$ cat src/rtl/core_pkg.sv
// Shared types for the sequential RV32M divider: operation encoding and FSM states.
package core_pkg;

    typedef enum logic [1:0] {
        DIV  = 2'b00,
        DIVU = 2'b01,
        REM  = 2'b10,
        REMU = 2'b11
    } divop_e;

    typedef enum logic [1:0] {
        IDLE = 2'b00,
        CALC = 2'b01,
        DONE = 2'b10
    } divseq_state_e;

    function automatic logic is_signed(input divop_e op);
        return (op == DIV) || (op == REM);
    endfunction

endpackage

$ cat src/rtl/div_seq_if.sv
// Execute-stage <-> divider interface: request channel, result channel, busy and flush.
interface div_seq_if #(
    parameter int XLEN = 32
);
    // Both channels are valid/ready: a transfer happens on an edge where valid and
    // ready are both 1; valid and its payload hold steady until that edge.
    logic            in_valid;
    logic            in_ready;
    logic [1:0]      funct3_lo;
    logic [XLEN-1:0] src1;
    logic [XLEN-1:0] src2;
    logic            out_valid;
    logic            out_ready;
    logic [XLEN-1:0] result;
    logic            busy;
    logic            flush;

    modport master (
        output in_valid, funct3_lo, src1, src2, out_ready, flush,
        input  in_ready, out_valid, result, busy
    );

    modport slave (
        input  in_valid, funct3_lo, src1, src2, out_ready, flush,
        output in_ready, out_valid, result, busy
    );

endinterface

$ cat src/rtl/div_step.sv
// One restoring-division iteration: shift {rem, dividend} left, trial-subtract the divisor.
module div_step #(
    parameter int XLEN = 32
) (
    input  logic [XLEN-1:0] rem,
    input  logic [XLEN-1:0] dividend,
    input  logic [XLEN-1:0] divisor,
    output logic [XLEN-1:0] rem_next,
    output logic [XLEN-1:0] dividend_next,
    output logic            q_bit
);

    // One extra bit so the shifted remainder never overflows for large unsigned divisors.
    logic [XLEN:0] rem_sh;
    logic [XLEN:0] diff;

    always_comb begin
        rem_sh        = {rem, dividend[XLEN-1]};
        diff          = rem_sh - {1'b0, divisor};
        q_bit         = ~diff[XLEN];
        rem_next      = q_bit ? diff[XLEN-1:0] : rem_sh[XLEN-1:0];
        dividend_next = {dividend[XLEN-2:0], 1'b0};
    end

endmodule

$ cat src/rtl/div_seq.sv
// Iterative radix-2 DIV/DIVU/REM/REMU engine with valid/ready request and result channels.
// Optional last-result reuse is built when DIV_SEQ_RESULT_REUSE_EN is defined.
module div_seq
    import core_pkg::*;
#(
    parameter int XLEN = 32
) (
    input  logic          clk,
    input  logic          rst_n,
    div_seq_if.slave      dif,
    output divseq_state_e state_o
);

    localparam int              CNT_W    = $clog2(XLEN);
    localparam logic [CNT_W-1:0] CNT_LAST = CNT_W'(XLEN - 1);
    localparam logic [XLEN-1:0]  ONE      = XLEN'(1);
    localparam logic [XLEN-1:0]  SMIN     = {1'b1, {(XLEN-1){1'b0}}};

    divseq_state_e    state_q, state_d;
    logic [CNT_W-1:0] cnt_q, cnt_d;
    logic [XLEN-1:0]  rem_q, rem_d;
    logic [XLEN-1:0]  dvd_q, dvd_d;
    logic [XLEN-1:0]  dsr_q, dsr_d;
    divop_e           op_q, op_d;
    logic             quo_neg_q, quo_neg_d;
    logic             rem_neg_q, rem_neg_d;
    logic             out_valid_q, out_valid_d;
    logic             in_ready_q, in_ready_d;
    logic             busy_q, busy_d;

`ifdef DIV_SEQ_RESULT_REUSE_EN
    logic [XLEN-1:0]  src1_q, src1_d;
    logic [XLEN-1:0]  src2_q, src2_d;
    logic             c_vld_q, c_vld_d;
    logic [XLEN-1:0]  c_src1_q, c_src1_d;
    logic [XLEN-1:0]  c_src2_q, c_src2_d;
    logic             c_uns_q, c_uns_d;
    logic [XLEN-1:0]  c_quo_q, c_quo_d;
    logic [XLEN-1:0]  c_rem_q, c_rem_d;
    logic             hit;
`endif

    logic            sgn, s1_neg, s2_neg, div0, ovf;
    logic [XLEN-1:0] mag1, mag2;
    logic [XLEN-1:0] step_rem, step_dvd;
    logic            step_q;
    logic [XLEN-1:0] quo_fix, rem_fix;

    div_step #(.XLEN(XLEN)) u_step (
        .rem           (rem_q),
        .dividend      (dvd_q),
        .divisor       (dsr_q),
        .rem_next      (step_rem),
        .dividend_next (step_dvd),
        .q_bit         (step_q)
    );

    assign sgn    = ~dif.funct3_lo[0];
    assign s1_neg = sgn & dif.src1[XLEN-1];
    assign s2_neg = sgn & dif.src2[XLEN-1];
    assign mag1   = s1_neg ? (~dif.src1 + ONE) : dif.src1;
    assign mag2   = s2_neg ? (~dif.src2 + ONE) : dif.src2;
    assign div0   = (dif.src2 == '0);
    assign ovf    = sgn && (dif.src1 == SMIN) && (dif.src2 == '1);

    // Special-case and reused results are stored final, so their sign flags stay clear.
    assign quo_fix = quo_neg_q ? (~dvd_q + ONE) : dvd_q;
    assign rem_fix = rem_neg_q ? (~rem_q + ONE) : rem_q;

`ifdef DIV_SEQ_RESULT_REUSE_EN
    assign hit = c_vld_q && (dif.src1 == c_src1_q) && (dif.src2 == c_src2_q)
                 && (dif.funct3_lo[0] == c_uns_q);
`endif

    always_comb begin
        state_d   = state_q;
        cnt_d     = cnt_q;
        rem_d     = rem_q;
        dvd_d     = dvd_q;
        dsr_d     = dsr_q;
        op_d      = op_q;
        quo_neg_d = quo_neg_q;
        rem_neg_d = rem_neg_q;
`ifdef DIV_SEQ_RESULT_REUSE_EN
        src1_d   = src1_q;
        src2_d   = src2_q;
        c_vld_d  = c_vld_q;
        c_src1_d = c_src1_q;
        c_src2_d = c_src2_q;
        c_uns_d  = c_uns_q;
        c_quo_d  = c_quo_q;
        c_rem_d  = c_rem_q;
`endif
        unique case (state_q)
            IDLE: begin
                if (dif.in_valid && !dif.flush) begin
                    op_d      = divop_e'(dif.funct3_lo);
                    cnt_d     = '0;
                    dsr_d     = mag2;
                    quo_neg_d = 1'b0;
                    rem_neg_d = 1'b0;
                    state_d   = DONE;
`ifdef DIV_SEQ_RESULT_REUSE_EN
                    src1_d = dif.src1;
                    src2_d = dif.src2;
                    if (hit) begin
                        dvd_d = c_quo_q;
                        rem_d = c_rem_q;
                    end else
`endif
                    if (div0) begin
                        dvd_d = '1;
                        rem_d = dif.src1;
                    end else if (ovf) begin
                        dvd_d = dif.src1;
                        rem_d = '0;
                    end else begin
                        dvd_d     = mag1;
                        rem_d     = '0;
                        quo_neg_d = s1_neg ^ s2_neg;
                        rem_neg_d = s1_neg;
                        state_d   = CALC;
                    end
                end
            end
            CALC: begin
                rem_d = step_rem;
                dvd_d = step_dvd | {{(XLEN-1){1'b0}}, step_q};
                cnt_d = cnt_q + CNT_W'(1);
                if (cnt_q == CNT_LAST) begin
                    state_d = DONE;
                end
            end
            DONE: begin
`ifdef DIV_SEQ_RESULT_REUSE_EN
                c_vld_d  = 1'b1;
                c_src1_d = src1_q;
                c_src2_d = src2_q;
                c_uns_d  = ~is_signed(op_q);
                c_quo_d  = quo_fix;
                c_rem_d  = rem_fix;
`endif
                if (dif.out_ready) begin
                    state_d = IDLE;
                end
            end
            default: state_d = IDLE;
        endcase

        if (dif.flush) begin
            state_d = IDLE;
`ifdef DIV_SEQ_RESULT_REUSE_EN
            if (state_q == CALC) begin
                c_vld_d = 1'b0;
            end
`endif
        end

        out_valid_d = (state_d == DONE);
        in_ready_d  = (state_d == IDLE);
        busy_d      = (state_d != IDLE);
    end

    always_ff @(posedge clk or negedge rst_n) begin
        if (!rst_n) begin
            state_q     <= IDLE;
            cnt_q       <= '0;
            rem_q       <= '0;
            dvd_q       <= '0;
            dsr_q       <= '0;
            op_q        <= DIV;
            quo_neg_q   <= 1'b0;
            rem_neg_q   <= 1'b0;
            out_valid_q <= 1'b0;
            in_ready_q  <= 1'b1;
            busy_q      <= 1'b0;
`ifdef DIV_SEQ_RESULT_REUSE_EN
            src1_q   <= '0;
            src2_q   <= '0;
            c_vld_q  <= 1'b0;
            c_src1_q <= '0;
            c_src2_q <= '0;
            c_uns_q  <= 1'b0;
            c_quo_q  <= '0;
            c_rem_q  <= '0;
`endif
        end else begin
            state_q     <= state_d;
            cnt_q       <= cnt_d;
            rem_q       <= rem_d;
            dvd_q       <= dvd_d;
            dsr_q       <= dsr_d;
            op_q        <= op_d;
            quo_neg_q   <= quo_neg_d;
            rem_neg_q   <= rem_neg_d;
            out_valid_q <= out_valid_d;
            in_ready_q  <= in_ready_d;
            busy_q      <= busy_d;
`ifdef DIV_SEQ_RESULT_REUSE_EN
            src1_q   <= src1_d;
            src2_q   <= src2_d;
            c_vld_q  <= c_vld_d;
            c_src1_q <= c_src1_d;
            c_src2_q <= c_src2_d;
            c_uns_q  <= c_uns_d;
            c_quo_q  <= c_quo_d;
            c_rem_q  <= c_rem_d;
`endif
        end
    end

    assign dif.in_ready  = in_ready_q;
    assign dif.out_valid = out_valid_q;
    assign dif.busy      = busy_q;
    assign dif.result    = out_valid_q ? ((op_q == REM || op_q == REMU) ? rem_fix : quo_fix)
                                       : '0;
    assign state_o       = state_q;

endmodule

$ cat src/flat_wrapper.sv
// flat-port wrapper written by rule: the top's interface ports become plain ports
module div_seq_flat import core_pkg::*;
#(
    parameter int XLEN = 32
)
  (clk, rst_n, state_o, dif_in_valid, dif_funct3_lo, dif_src1, dif_src2, dif_out_ready, dif_flush, dif_in_ready, dif_out_valid, dif_result, dif_busy);
  div_seq_if #(.XLEN(XLEN)) dif_i ();
  input  logic clk;
  input  logic rst_n;
  output divseq_state_e state_o;
  input wire logic [$bits(dif_i.in_valid)-1:0] dif_in_valid;
  input wire logic [$bits(dif_i.funct3_lo)-1:0] dif_funct3_lo;
  input wire logic [$bits(dif_i.src1)-1:0] dif_src1;
  input wire logic [$bits(dif_i.src2)-1:0] dif_src2;
  input wire logic [$bits(dif_i.out_ready)-1:0] dif_out_ready;
  input wire logic [$bits(dif_i.flush)-1:0] dif_flush;
  output wire logic [$bits(dif_i.in_ready)-1:0] dif_in_ready;
  output wire logic [$bits(dif_i.out_valid)-1:0] dif_out_valid;
  output wire logic [$bits(dif_i.result)-1:0] dif_result;
  output wire logic [$bits(dif_i.busy)-1:0] dif_busy;
  assign dif_i.in_valid = dif_in_valid;
  assign dif_i.funct3_lo = dif_funct3_lo;
  assign dif_i.src1 = dif_src1;
  assign dif_i.src2 = dif_src2;
  assign dif_i.out_ready = dif_out_ready;
  assign dif_i.flush = dif_flush;
  assign dif_in_ready = dif_i.in_ready;
  assign dif_out_valid = dif_i.out_valid;
  assign dif_result = dif_i.result;
  assign dif_busy = dif_i.busy;
  div_seq #(.XLEN(XLEN)) u_core (.clk(clk), .rst_n(rst_n), .dif(dif_i), .state_o(state_o));
endmodule
$ cat config.mk
export PLATFORM = sky130hd
export DESIGN_NAME = div_seq_flat
export DESIGN_NICKNAME = d
export VERILOG_FILES = /design/src/rtl/core_pkg.sv /design/src/rtl/div_seq_if.sv /design/src/rtl/div_step.sv /design/src/rtl/div_seq.sv /design/src/flat_wrapper.sv
export SDC_FILE = /design/constraint.sdc
export NUM_CORES = 1
export LEC_CHECK = 0
export ABC_AREA = 1
export CORE_ASPECT_RATIO = 2
export CORE_MARGIN = 2
export CORE_UTILIZATION = 45
export DETAILED_ROUTE_END_ITERATION = 8
export GPL_ROUTABILITY_DRIVEN = 0
export REMOVE_ABC_BUFFERS = 1
export SLEW_MARGIN = 20
export SYNTH_ARGS = -nofsm -noshare
export SYNTH_HDL_FRONTEND = slang
export SYNTH_SLANG_ARGS = --single-unit
$ cat constraint.sdc
create_clock -name clk -period 3 [get_ports clk]
set_input_delay 0.9 -clock clk [delete_from_list [all_inputs] [get_ports clk]]
set_output_delay 0.9 -clock clk [all_outputs]
set_load 0.02 [all_outputs]
# Yosys cells after proc, flatten, opt, wreduce, memory -nomap -nowiden
# Index checks and enable logic that the tools add are counted.
[word_totals] reg_bits=110 latchBits=0 ram_bits=0 romBits=0 inputBits=71 output_inout_bits=37 wordCells=75 n_memories=0
[classes] addsub=6 mul=0 div_mod_pow=0 n_lt_le_gt_ge=0 eq_ne=9 n_shift=0 muxes=27 n_bitwise=10 reduce_logical=12
[op_table] op="$mux W32" count=12
[op_table] op="$add A32 B1 Y32 const B" count=4
[op_table] op="$not A32 Y32" count=4
[op_table] op="$pmux W32 S2" count=2
[op_table] op="$eq A32 B32 Y1 const B" count=2
[op_table] op="$sub A33 B32 Y33" count=1
[op_table] op="$logic_not A32 Y1" count=1
[op_table] op="$or A32 B1 Y32" count=1
[op_table] op="$mux W2" count=6
[op_table] op="$pmux W5 S2" count=1
[op_table] op="$eq A2 B2 Y1 const B" count=4
[op_table] op="$pmux W2 S3" count=1
[op_table] op="$add A5 B1 Y5 const B" count=1
[op_table] op="$eq A5 B5 Y1 const B" count=1
[op_table] op="$mux W5" count=1
[op_table] op="$logic_not A2 Y1" count=2
[op_table] op="$mux W1" count=4
[op_table] op="$reduce_and A2 Y1" count=2
[op_table] op="$reduce_bool A2 Y1" count=2
[op_table] op="$logic_and A1 B1 Y1" count=3
[op_table] op="$and A1 B1 Y1" count=2
[op_table] op="$eq A2 B1 Y1 const B" count=1
[op_table] op="$ne A2 B1 Y1 const B" count=1
[op_table] op="$not A1 Y1" count=2
[op_table] op="other kinds (3)" count=3

# Longest topological paths before layout
[logic_depth] word_depth=9 ltp_mapped=19 ltp_nobuf=18

# Hierarchy
# Synthesis repeated with hierarchy kept, for this count alone.
[unflattened] hier_cells=2222 hier_area_um2=12797.3
[modules_own_cells] mod="div_seq" n_inst=1 cells_per_inst=1506 area_each_um2=9308.9 seq_area_each_um2=2728.9
[modules_own_cells] mod="div_step" n_inst=1 cells_per_inst=716 area_each_um2=3488.3 seq_area_each_um2=0.0

# Worst setup path before layout
# Ideal clock, no wire load.
[synth_path] path_kind="flip-flop to output port" from="reg u_core.rem_q[0]" to="out dif_result[26]" arrival_time_ns=1.983 required_ns=2.100 path_slack_ns=0.117 path_stages_with_launch=17 n_path_buf=0 path_cell_list="dfrtp_1 inv_1 ha_1 nand3_1 inv_1 nand2_1 inv_1 nand2_1 inv_1 nand2_1 inv_1 nand2_1 nand2_2 nand3_1 nor2_1 nor2_1 nor2_1"
[synth_between] elab_chain_len=5
[synth_lines] item="from (decl)" line_no="div_seq.sv:21" source="logic [XLEN-1:0] rem_q, rem_d;"
[synth_lines] item="from (signal assigned)" line_no="div_seq.sv:190" source="rem_q <= rem_d;"
[synth_lines] item="$not A32 Y32" line_no="div_seq.sv:68" source="assign rem_fix = rem_neg_q ? (~rem_q + ONE) : rem_q;"
[synth_lines] item="$add A32 B1 Y32" line_no="div_seq.sv:68"
[synth_lines] item="$mux W32" line_no="div_seq.sv:68"
[synth_lines] item="$mux W32 (2 in series)" line_no="div_seq.sv:215" source="assign dif.result = out_valid_q ? ((op_q == REM || op_q == REMU) ? rem_fix : quo_fix)"
[synth_lines] item="to (decl)" line_no="flat_wrapper.sv:19" source="output wire logic [$bits(dif_i.result)-1:0] dif_result;"
# No other way between the ends.

# Worst setup path in the final report
[layout_path] from="reg u_core.dvd_q[0]" to="out dif_result[24]"
[layout_between] elab_chain_len=5
[layout_lines] item="from (decl)" line_no="div_seq.sv:22" source="logic [XLEN-1:0] dvd_q, dvd_d;"
[layout_lines] item="from (signal assigned)" line_no="div_seq.sv:191" source="dvd_q <= dvd_d;"
[layout_lines] item="$not A32 Y32" line_no="div_seq.sv:67" source="assign quo_fix = quo_neg_q ? (~dvd_q + ONE) : dvd_q;"
[layout_lines] item="$add A32 B1 Y32" line_no="div_seq.sv:67"
[layout_lines] item="$mux W32" line_no="div_seq.sv:67"
[layout_lines] item="$mux W32 (2 in series)" line_no="div_seq.sv:215"
# No other way between the ends.

==> qor.txt <==
outcome - complete, but fails checks
failing checks - negative setup slack
Worst Skew - 7.55 ps
Worst-Margin Slew - 628 ps
worst path cell trace - inv_2 -> ha_4 -> nand3_4 -> nor2_4 -> nand2_2 -> nor2_2 -> buf_6 -> nand3b_1 -> o21ai_1 -> a21oi_1 -> o21ai_1 -> nand2_1 -> nor2_2 -> buf_6
vias per std cell - 5.29
TritonRoute pass-1 iters - 6
Starting DRT DRC Count - 982
minimum clock period - 3290 ps
largest net degree at the start of global routing - 59
first-pass GRT wire length - 73800 um
DIE HEIGHT - 235 um
Async SR Flop Fraction - 1.00
Hold Path Class - in -> async
io pins - 108
max_slew headroom - 0.582
CTS tree - yes
wirelength, routed - 48800 um
pwr/cell area - 571 nW/um^2
ANT nets after route - 0
Period Utilization, post-route - 1.10
total CTS buffers - 9
initial antenna violation count - 0
critical path buffer and inverter count - 3
most common cell after layout, fill and taps aside - nand2_1
full die area - 28100 sq um
Tot Pwr - 9.40 mW
WP data required - 2100 ps
final hold violations - 0
main combinational cell family by area after synthesis - simple AND/OR/NAND/NOR gates
CTS root buf - clkbuf_16
combined area of all synthesized cells - 12000 sq um
vias in the first global route - 14500
ANT cells - 0
Routed WL per cell - 17.4 um
Port Buf Inserts - 107
setup violators final - 25
share of layout cells above drive strength 1 - 0.211
Core Util, Final - 0.626
cell count after synthesis - 2092
final instance area - 16500 sq um
Netlist cell types - 52
Via Count - 14800
Synth Area in XOR/XNOR - 0.0349
clk buf depth - 2
CTS Hold Bufs - 0
CP max-delay cell - dfrtp_1
Clock Pin Slew Worst Setup and Hold Paths - 80 ps
DPL Wire Length - 39300 um
Max Clock Freq - 0.304 GHz
Synth Area in Compound Gates - 0.159
EDFF count, synth - 0
Worst path top cell family by delay - simple AND/OR/NAND/NOR gates
# H-tree levels - 3
CP endpoint kind - primary output
post-route setup slack - -294 ps
Max FO, Critical Path - 3
most frequent cells in the layout - nand2_1, inv_1, buf_4
P&R area growth vs syn - 36.8%
register bit total from synthesis - 109
clock sinks - 109
Simple-Gate Fraction of Synth Area - 0.403
Synth warnings - 0
maximum VDD drop - 0.341 mV
initial core utilization - 0.458
maxcap violations - 0
max-slew violations - 0
Rows - 84
DP Area - 15400 sq um
P_leak - 8.55 nW
grt ovf - 0
fin nets - 2565
Synth Area in Adders - 0.0422
CORE AREA - 26300 sq um
multiplexer share of the synthesized area - 0
largest stage delay on the critical path - 390 ps
sequential share of the synthesized area - 0.227
non-filler cells, final - 2803
RSZ-0062 raised after global routing - true
Crit Path Class - reg -> out
pre-CTS WS - -579 ps
CP Launch Type - flip-flop
DR DRC count - 0
Die Wd - 120 um
CP arrival - 2390 ps
Total GRT Usage - 0.339
Mapped Avg Cell Area - 5.75 sq um
Top FF cell, synth - dfrtp_1
placed insts - 2758
Skew-Pair Late Insertion Delay - 400 ps
## cell type report
type                       instances  area [sq um]
multi-input combinational       1578          8160
clock buffer                      10           239
timing repair buffer             416          3560
clock inverter                     6          52.6
inverter                         340          1290
tap                              344           430
sequential                       109          2730
fill                            2645          9820
## cells in the mapped netlist (2+ instances only)
cell        n  area share
inv_1     325        0.10
o31ai_1     5      0.0031
o22ai_1     8      0.0042
inv_2      12      0.0037
nor3_2      4      0.0033
nor2_2      2      0.0010
xnor2_1     4      0.0029
o21ai_0   162       0.067
nand4_2     2      0.0021
nor4_1      8      0.0042
xor2_1     44       0.032
clkinv_1    3     0.00094
buf_1       2     0.00062
nand3b_1   12      0.0075
buf_4       3      0.0019
a21oi_1   157       0.065
dfrtp_1   108        0.22
o21ai_1    10      0.0042
ha_1       39       0.041
nand3_1   160       0.067
nand2_2    13      0.0068
nor3_1     32       0.013
nand2_1   611        0.19
or2_2       5      0.0026
nor2_4      5      0.0047
and3_1      2      0.0010
a211oi_1    2      0.0012
a311oi_1    4      0.0029
a21oi_2     7      0.0051
nor2_1    230       0.072
clkbuf_1   39       0.012
buf_2      11      0.0046
and2_1      3      0.0016
a31oi_1     4      0.0021
nand2_4     2      0.0019
nand4_1    25       0.013
nand3_2     3      0.0025
buf_6      10      0.0094
## routing by layer
metal,global-route usage,vias to the layer above,routed length [um]
met2,0.635,491,26100
met5,0,-,0
met1,0.335,6759,16600
li1,-,7410,-
met4,0.254,0,4040
met3,0.0339,180,1980
## report_power, final
group          internal (mW)  total (mW)  switching, mW  leakage (nW)
Clock                  0.605        1.27          0.668         0.149
Combinational           2.44        6.14           3.70          7.05
Sequential              1.77        1.98          0.217          1.35
Total                   4.81        9.40           4.59          8.55
## flip-flops by register name, summed over array words and instances (netlist names)
name                  cells
u_core.dsr_q             32
u_core.dvd_q             32
u_core.rem_q             32
u_core.cnt_q              5
u_core.state_o            2
u_core.dif.busy           1
u_core.dif.in_ready       1
u_core.dif.out_valid      1
u_core.op_q               1
u_core.quo_neg_q          1
u_core.rem_neg_q          1
## per-stage QoR
step	hold slack, ps	setup TNS, ps
2_1_floorplan	442	-159220
3_3_place_gp	454	-11930
3_5_place_dp	462	-14500
4_1_cts	470	-4980
5_1_grt	496	-7130
6_report	466	-4250
## path summary, 6_finish.rpt
kind / from / end / slack, ps / cells after the start
min in group clk: u_core.cnt_q[3]$_DFFE_PN0P_ / u_core.cnt_q[3]$_DFFE_PN0P_ / 470 / 1
worst max-delay path: u_core.dvd_q[0]$_DFFE_PN0P_ / dif_result[24] / -290 / 14
worst min-delay path: rst_n / u_core.dvd_q[27]$_DFFE_PN0P_ / 470 / 1
worst max register to register: u_core.dvd_q[31]$_DFFE_PN0P_ / u_core.rem_q[21]$_DFFE_PN0P_ / 140 / 18
worst min register to register: u_core.cnt_q[3]$_DFFE_PN0P_ / u_core.cnt_q[3]$_DFFE_PN0P_ / 470 / 1
max in group asynchronous: rst_n / u_core.dif.in_ready$_DFF_PN1_ / 1840 / 2
## what timing repair did
item / CTS / global route
setup buffers: 12 / 17
cloned: 0 / 2
setup endpoints to repair: 31 / 30
gates resized for setup: 239 / 90
endpoints found under the hold margin: 0 / 0
pin swaps: 26 / 42
## cell families after synthesis
group	Yosys count
and+or+nand+nor	1126
buffers and inverters	405
AOI/OAI and AO/OA	364
DFF	109
xor gates and xnor gates	48
adders and majority gates	40
No activity file was read; power rests on OpenSTA's default activity.
